`config.mk`:
```
export PLATFORM = sky130hd
export DESIGN_NAME = reg_scoreboard
export DESIGN_NICKNAME = d
export VERILOG_FILES = /design/src/rtl/reg_scoreboard.sv
export SDC_FILE = /design/constraint.sdc
export NUM_CORES = 1
export LEC_CHECK = 0
export CAP_MARGIN = 20
export CORE_MARGIN = 4
export CORE_UTILIZATION = 60
export DETAILED_ROUTE_END_ITERATION = 10
export DONT_BUFFER_PORTS = 1
export PLACE_DENSITY = 0.76
export SLEW_MARGIN = 25
export SYNTH_ARGS = -nofsm -noshare
export SYNTH_HDL_FRONTEND = slang
export SYNTH_SLANG_ARGS = --single-unit
export TNS_END_PERCENT = 50
```
`constraint.sdc`:
```
create_clock -name clk -period 8.3 [get_ports clk]
set_clock_uncertainty 0.15 [all_clocks]
set_input_delay 2.075 -clock clk [delete_from_list [all_inputs] [get_ports clk]]
set_output_delay 2.075 -clock clk [all_outputs]
set_load 0.02 [all_outputs]
```
`src/rtl/reg_scoreboard.sv`:
```
// Register scoreboard: per-register pending-write counters plus special-register locks.
// Gives decode lock/allow decisions, with a same-cycle writeback bypass on the allow paths.
module reg_scoreboard #(
  parameter int unsigned NREG = 32,
  parameter int unsigned NRP  = 2,
  parameter int unsigned NSP  = 6,
  parameter int unsigned CW   = 2,
  localparam int unsigned AW  = $clog2(NREG)
) (
  input  logic              clk,
  input  logic              reset,
  input  logic              lock_req,
  input  logic [AW-1:0]     lock_rd,
  output logic              lock_ack,
  input  logic              rel_en,
  input  logic [AW-1:0]     rel_rd,
  input  logic [NSP-1:0]    sp_lock,
  input  logic [NSP-1:0]    sp_rel,
  input  logic [NRP*AW-1:0] rd_addr,
  output logic [NRP-1:0]    rd_allow,
  input  logic [NSP-1:0]    sp_query,
  output logic              sp_allow,
  input  logic              flush,
  output logic              any_pending,
  output logic              err_underflow
);

  localparam logic [CW-1:0] CntMax = '1;

  // Register 0 is hardwired and has no counter.
  logic [CW-1:0]  cnt_q [1:NREG-1];
  logic [CW-1:0]  cnt_d [1:NREG-1];
  logic [NSP-1:0] sp_q, sp_d;
  logic           err_q;
  logic           underflow;
  logic [CW-1:0]  lock_cnt;
  logic [CW-1:0]  rd_cnt [NRP];
  logic [AW-1:0]  rd_a   [NRP];

  always_comb begin
    lock_cnt = '0;
    for (int i = 1; i < NREG; i++) begin
      if (lock_rd == AW'(i)) lock_cnt = cnt_q[i];
    end
  end

  // A full counter still accepts a lock when the same register retires this cycle.
  assign lock_ack = lock_req && !flush &&
                    ((lock_rd == '0) || (lock_cnt != CntMax) || (rel_en && (rel_rd == lock_rd)));

  always_comb begin
    for (int k = 0; k < NRP; k++) begin
      rd_a[k]   = rd_addr[k*AW +: AW];
      rd_cnt[k] = '0;
      for (int i = 1; i < NREG; i++) begin
        if (rd_a[k] == AW'(i)) rd_cnt[k] = cnt_q[i];
      end
      rd_allow[k] = (rd_a[k] == '0) || (rd_cnt[k] == '0) ||
                    ((rd_cnt[k] == CW'(1)) && rel_en && (rel_rd == rd_a[k]));
    end
  end

  assign sp_allow = &(~sp_query | ~sp_q | sp_rel);

  always_comb begin
    underflow = 1'b0;
    for (int i = 1; i < NREG; i++) begin
      cnt_d[i] = cnt_q[i];
      if (flush) begin
        cnt_d[i] = '0;
      end else if (lock_ack && (lock_rd == AW'(i)) && rel_en && (rel_rd == AW'(i))) begin
        cnt_d[i] = cnt_q[i];
      end else if (lock_ack && (lock_rd == AW'(i))) begin
        cnt_d[i] = cnt_q[i] + CW'(1);
      end else if (rel_en && (rel_rd == AW'(i))) begin
        if (cnt_q[i] != '0) cnt_d[i] = cnt_q[i] - CW'(1);
        else                underflow = 1'b1;
      end
    end
  end

  // Lock wins over a same-cycle release of a special register.
  assign sp_d = flush ? '0 : ((sp_q & ~sp_rel) | sp_lock);

  always_ff @(posedge clk) begin
    if (reset) begin
      for (int i = 1; i < NREG; i++) cnt_q[i] <= '0;
      sp_q  <= '0;
      err_q <= 1'b0;
    end else begin
      for (int i = 1; i < NREG; i++) cnt_q[i] <= cnt_d[i];
      sp_q  <= sp_d;
      err_q <= err_q | underflow;
    end
  end

  always_comb begin
    any_pending = |sp_q;
    for (int i = 1; i < NREG; i++) any_pending = any_pending | (|cnt_q[i]);
  end

  assign err_underflow = err_q;

endmodule

```
==> flow_summary.yaml <==
timing:
  worst_hold_slack_ps: 450.2
  timing_max_transition_violations_final: 0
  timing.final.crit_share_pct: 78.79
  hold_violations: 0
  rsz0062_at_grt: "no"
  finalSetupViolations: 0
  worst_slew_pin_slew_ps: 948.6
  min_period_ps: 6540
  max_clock_freq_ghz: 0.1529
  total_negative_slack_for_setup_checks_ps: 0
  maxSlewHeadroom_pct: 36.62
power:
  proportion_of_power_drawn_by_combinational_gates_pct: 16.6
  power_per_cell_area_nw_per_um2: 125.3
  max-vdd-ir-drop_uv: 146.2
  switching_share_of_power_pct: 28.59
  power.share.sequential_pct: 37.0
  cellInternalPower_uw: 653.8
  total_leakage_power_nw: 2.292
  power_switching_uw: 261.8
  total_power_of_the_final_layout_uw: 915.6
  clockPowerShare_pct: 46.4
placement:
  io_buffer_count: 0
  post_dp_cell_area_um2: 6985
  place_congestion: 1.133
  post-dp-hpwl_um: 21500
  placed_cells_incl_taps: 1095
clock_tree:
  numCtsBuffers: 9
  postCtsSetupRepairBufs: 0
  clk-insertion-delay-late_ps: 350
  cts_resized: 0
  cts_num_sinks: 69
  clockBufferDepth: 2
  cts.reportedPaths.clkPinSlew_ps: 60
  htree_levels: 3
  tritoncts: "done"
  cts_hold_buffers: 0
  root_buffer: "sky130_fd_sc_hd__clkbuf_16"
synthesis:
  synthAdderAreaFrac_pct: 0
  synth_sequential_area_ratio_pct: 19.16
  largest_family_of_logic_cells_by_synthesized_area: "compound AO/OA/AOI/OAI gates"
  netlist.area_leader.share_pct: 19.16
  synthDominantAreaCellType: "sky130_fd_sc_hd__dfxtp_1"
  ys.warnings.count: 0
  syn_area_um2: 7208
  most_frequent_cell_after_synthesis: "sky130_fd_sc_hd__nor2_1"
  async_reset_ff_share_pct: 0
  synthesis.nets: 1077
  yosys.area_share.simple_pct: 33.43
  synth.mux.area_fraction_pct: 4.756
  synth_top_cells_by_area: "sky130_fd_sc_hd__dfxtp_1 19%, sky130_fd_sc_hd__nor2_1 6.2%, sky130_fd_sc_hd__o21ai_0 5.1%"
  fraction_of_synthesized_cell_area_in_xor_and_xnor_cells_pct: 2.066
  synth_flop_cell: "sky130_fd_sc_hd__dfxtp_1"
  number_of_synthesized_flops_with_an_enable_pin: 0
  synth_compound_gate_area_share_pct: 33.61
  synth.cells.most_frequent: "120 x sky130_fd_sc_hd__nor2_1, 73 x sky130_fd_sc_hd__o21ai_0, 72 x sky130_fd_sc_hd__a21oi_1"
  number_of_storage_elements_in_the_synthesis_netlist: 69
  yosys.cell_types.count: 82
  syn-instance-count: 1034
  post_synthesis_area_per_instance_um2: 6.971
final_layout:
  area_used_by_multi_input_combinational_logic_um2: 5324
  final-instance-count-excl-fill: 1111
  nNetsFinal: 1006
  fillers: 1094
  final_area_um2: 7310
  antenna_cells_inserted: 0
  drive_above_1_share_pct: 6.198
  seq_area_um2: 1381
  areaGrowthSynthToFinish_pct: 1.406
critical_path:
  series_of_cell_instances_along_the_critical_path: "nor2b_1 > nor2b_1 > nand2_1 > o32ai_1 > a21oi_1 > o21ai_0 > a21oi_1 > o22ai_1 > a21oi_1 > o31ai_1"
  worst_r2r_path_depth: 10
  reg2reg_from: "cnt_q[0][50]"
  critical_path_arrival_ps: 4310
  critical_path_required_ps: 6080
  critPathKind: "input port to output pin"
  worstReg2RegEnd: "cnt_q[0][48]"
  setup.worst_path.start_class: "input port"
  regToRegSetupSlack_ps: 4450
  worst_path_fanout_max: 10
  cell_type_with_the_highest_occurrence_count_on_the_critical_path: "sky130_fd_sc_hd__a21oi_1"
  critPathMaxStageDelay_ps: 670
  slowest_cell_on_the_critical_path: "sky130_fd_sc_hd__o31ai_1"
  critPathCaptureType: "output pin"
worst_hold_path:
  holdCritPathClass: "flip-flop to flip-flop"
  hold_path_sink: "sp_q[2]"
  critical_hold_path_startpoint: "sp_q[2]"
  hold-path-cell-count: 3
floorplanning:
  dieWidth_um: 117.6
  std_cell_rows: 39
  floorplan.io_pins: 49
  die_height_um: 117.6
  start_util_pct: 62.33
  dieArea_um2: 13830
  core_um2: 11560
global_route:
  grt_antenna_before_repair: 0
  globalRouteOverflowTotal: 0
  first_pass_grt_wire_length_um: 45780
  maximum_number_of_pins_on_one_net_before_global_route_repair: 65
  grt_usage_pct: 42.91
  via_count_of_the_first_global_routing_pass: 7634
drt:
  wl_per_cell_um: 28.03
  drt-vias-per-instance: 7.835
  detail_route.first_pass.iterations: 6
  detail_route.wirelength_um: 31140
  drtAntennaViolNets: 0
  drc_errors: 0
  dr.first_iter.drc_count: 1662
  vias: 8705
job:
  cap_violations: 0
run_status:
  run_status: "finished clean"
[kinds of logic after synthesis]
kind of cell,count (synthesis)
DFF,69
xor gates and xnor gates,17
muxes,28
and+or+nand+nor,452
AOI/OAI and AO/OA,362
buffers and inverters,106
[flip-flops by register name, indices dropped and copies added, names as in the netlist]
name / cells
sp_q: 6
cnt_q: 62
err_underflow: 1
[layer usage]
layer	share of wire [%]	GRT usage [%]	wire length [um]	vias to the layer above
li1	-	-	-	3771
met1	37	55.55	11390	3970
met2	38	57.53	11900	753
met3	17	16.10	5153	211
met4	8.7	30.99	2701	0
met5	0	0.3676	0	-
[placed cells by master (no fill, tap or decap), drive strengths merged, types with 5 or more instances in the layout]
cell type and n:
a21oi 72, a31oi 17, nor2b 20, o22ai 15, or3 7, xnor2 7
a32oi 5, and2 7, and3 8, nor3b 7, mux2i 14, nand2b 41
a221oi 9, nand4b 5, nand3 24, or2 10, inv 21, a211o 5
clkbuf 10, a211oi 29, nand2 66, a22oi 12, o31ai 8, a21o 6
o211ai 9, mux2 10, nand3b 9, nor3 67, xor2 10, o31a 7
o32ai 8, nor2 121, nor4 29, a21boi 10, nand4 16, o221ai 7
o21a 35, o21ai 74, dfxtp 69
[worst max-delay path, delay by kind of cell]
family             cells  cell delay, ps
AOI/OAI and AO/OA      7            1490
and+or+nand+nor        3             740
[power groups by stage]
stage               sequential [mW]  combinational [mW]  clock [mW]
finish                        0.339               0.152       0.425
CTS                           0.338               0.145       0.426
detailed placement            0.346               0.144           0
global route                  0.338               0.159       0.444
global placement              0.346               0.144           0
floorplan                     0.343               0.145           0
[worst max path at each step]
stage             endpoint       start  cells past startpoint  slack [ps]
4_1_cts        rd_allow[0]  rd_addr[3]                     10        1810
5_1_grt        rd_allow[0]  rd_addr[3]                     10        1500
3_3_place_gp   rd_allow[0]  rd_addr[3]                      9        1810
3_5_place_dp   rd_allow[0]  rd_addr[3]                      9        1820
2_1_floorplan  rd_allow[1]  rd_addr[5]                      8        1450
6_report       rd_allow[0]  rd_addr[3]                     10        1760
[per-stage QoR]
step | util (%) | worst slack, ps
2_1_floorplan | - | 1446
3_3_place_gp | 60.40 | 1812
3_5_place_dp | 60.40 | 1821
4_1_cts | 63.20 | 1815
5_1_grt | 63.20 | 1498
6_report | 63.20 | 1760
[cell type report]
| cell class | count | area share (%) |
|---|---|---|
| clock buffers | 10 | 3.132 |
| clock inverters | 6 | 1.301 |
| inverters | 21 | 1.078 |
| multi-input cells | 859 | 72.83 |
| flip-flops and latches | 69 | 18.90 |
| well taps | 143 | 2.448 |
| repair buffers | 3 | 0.3081 |
(Power assumes the default switching activity.)
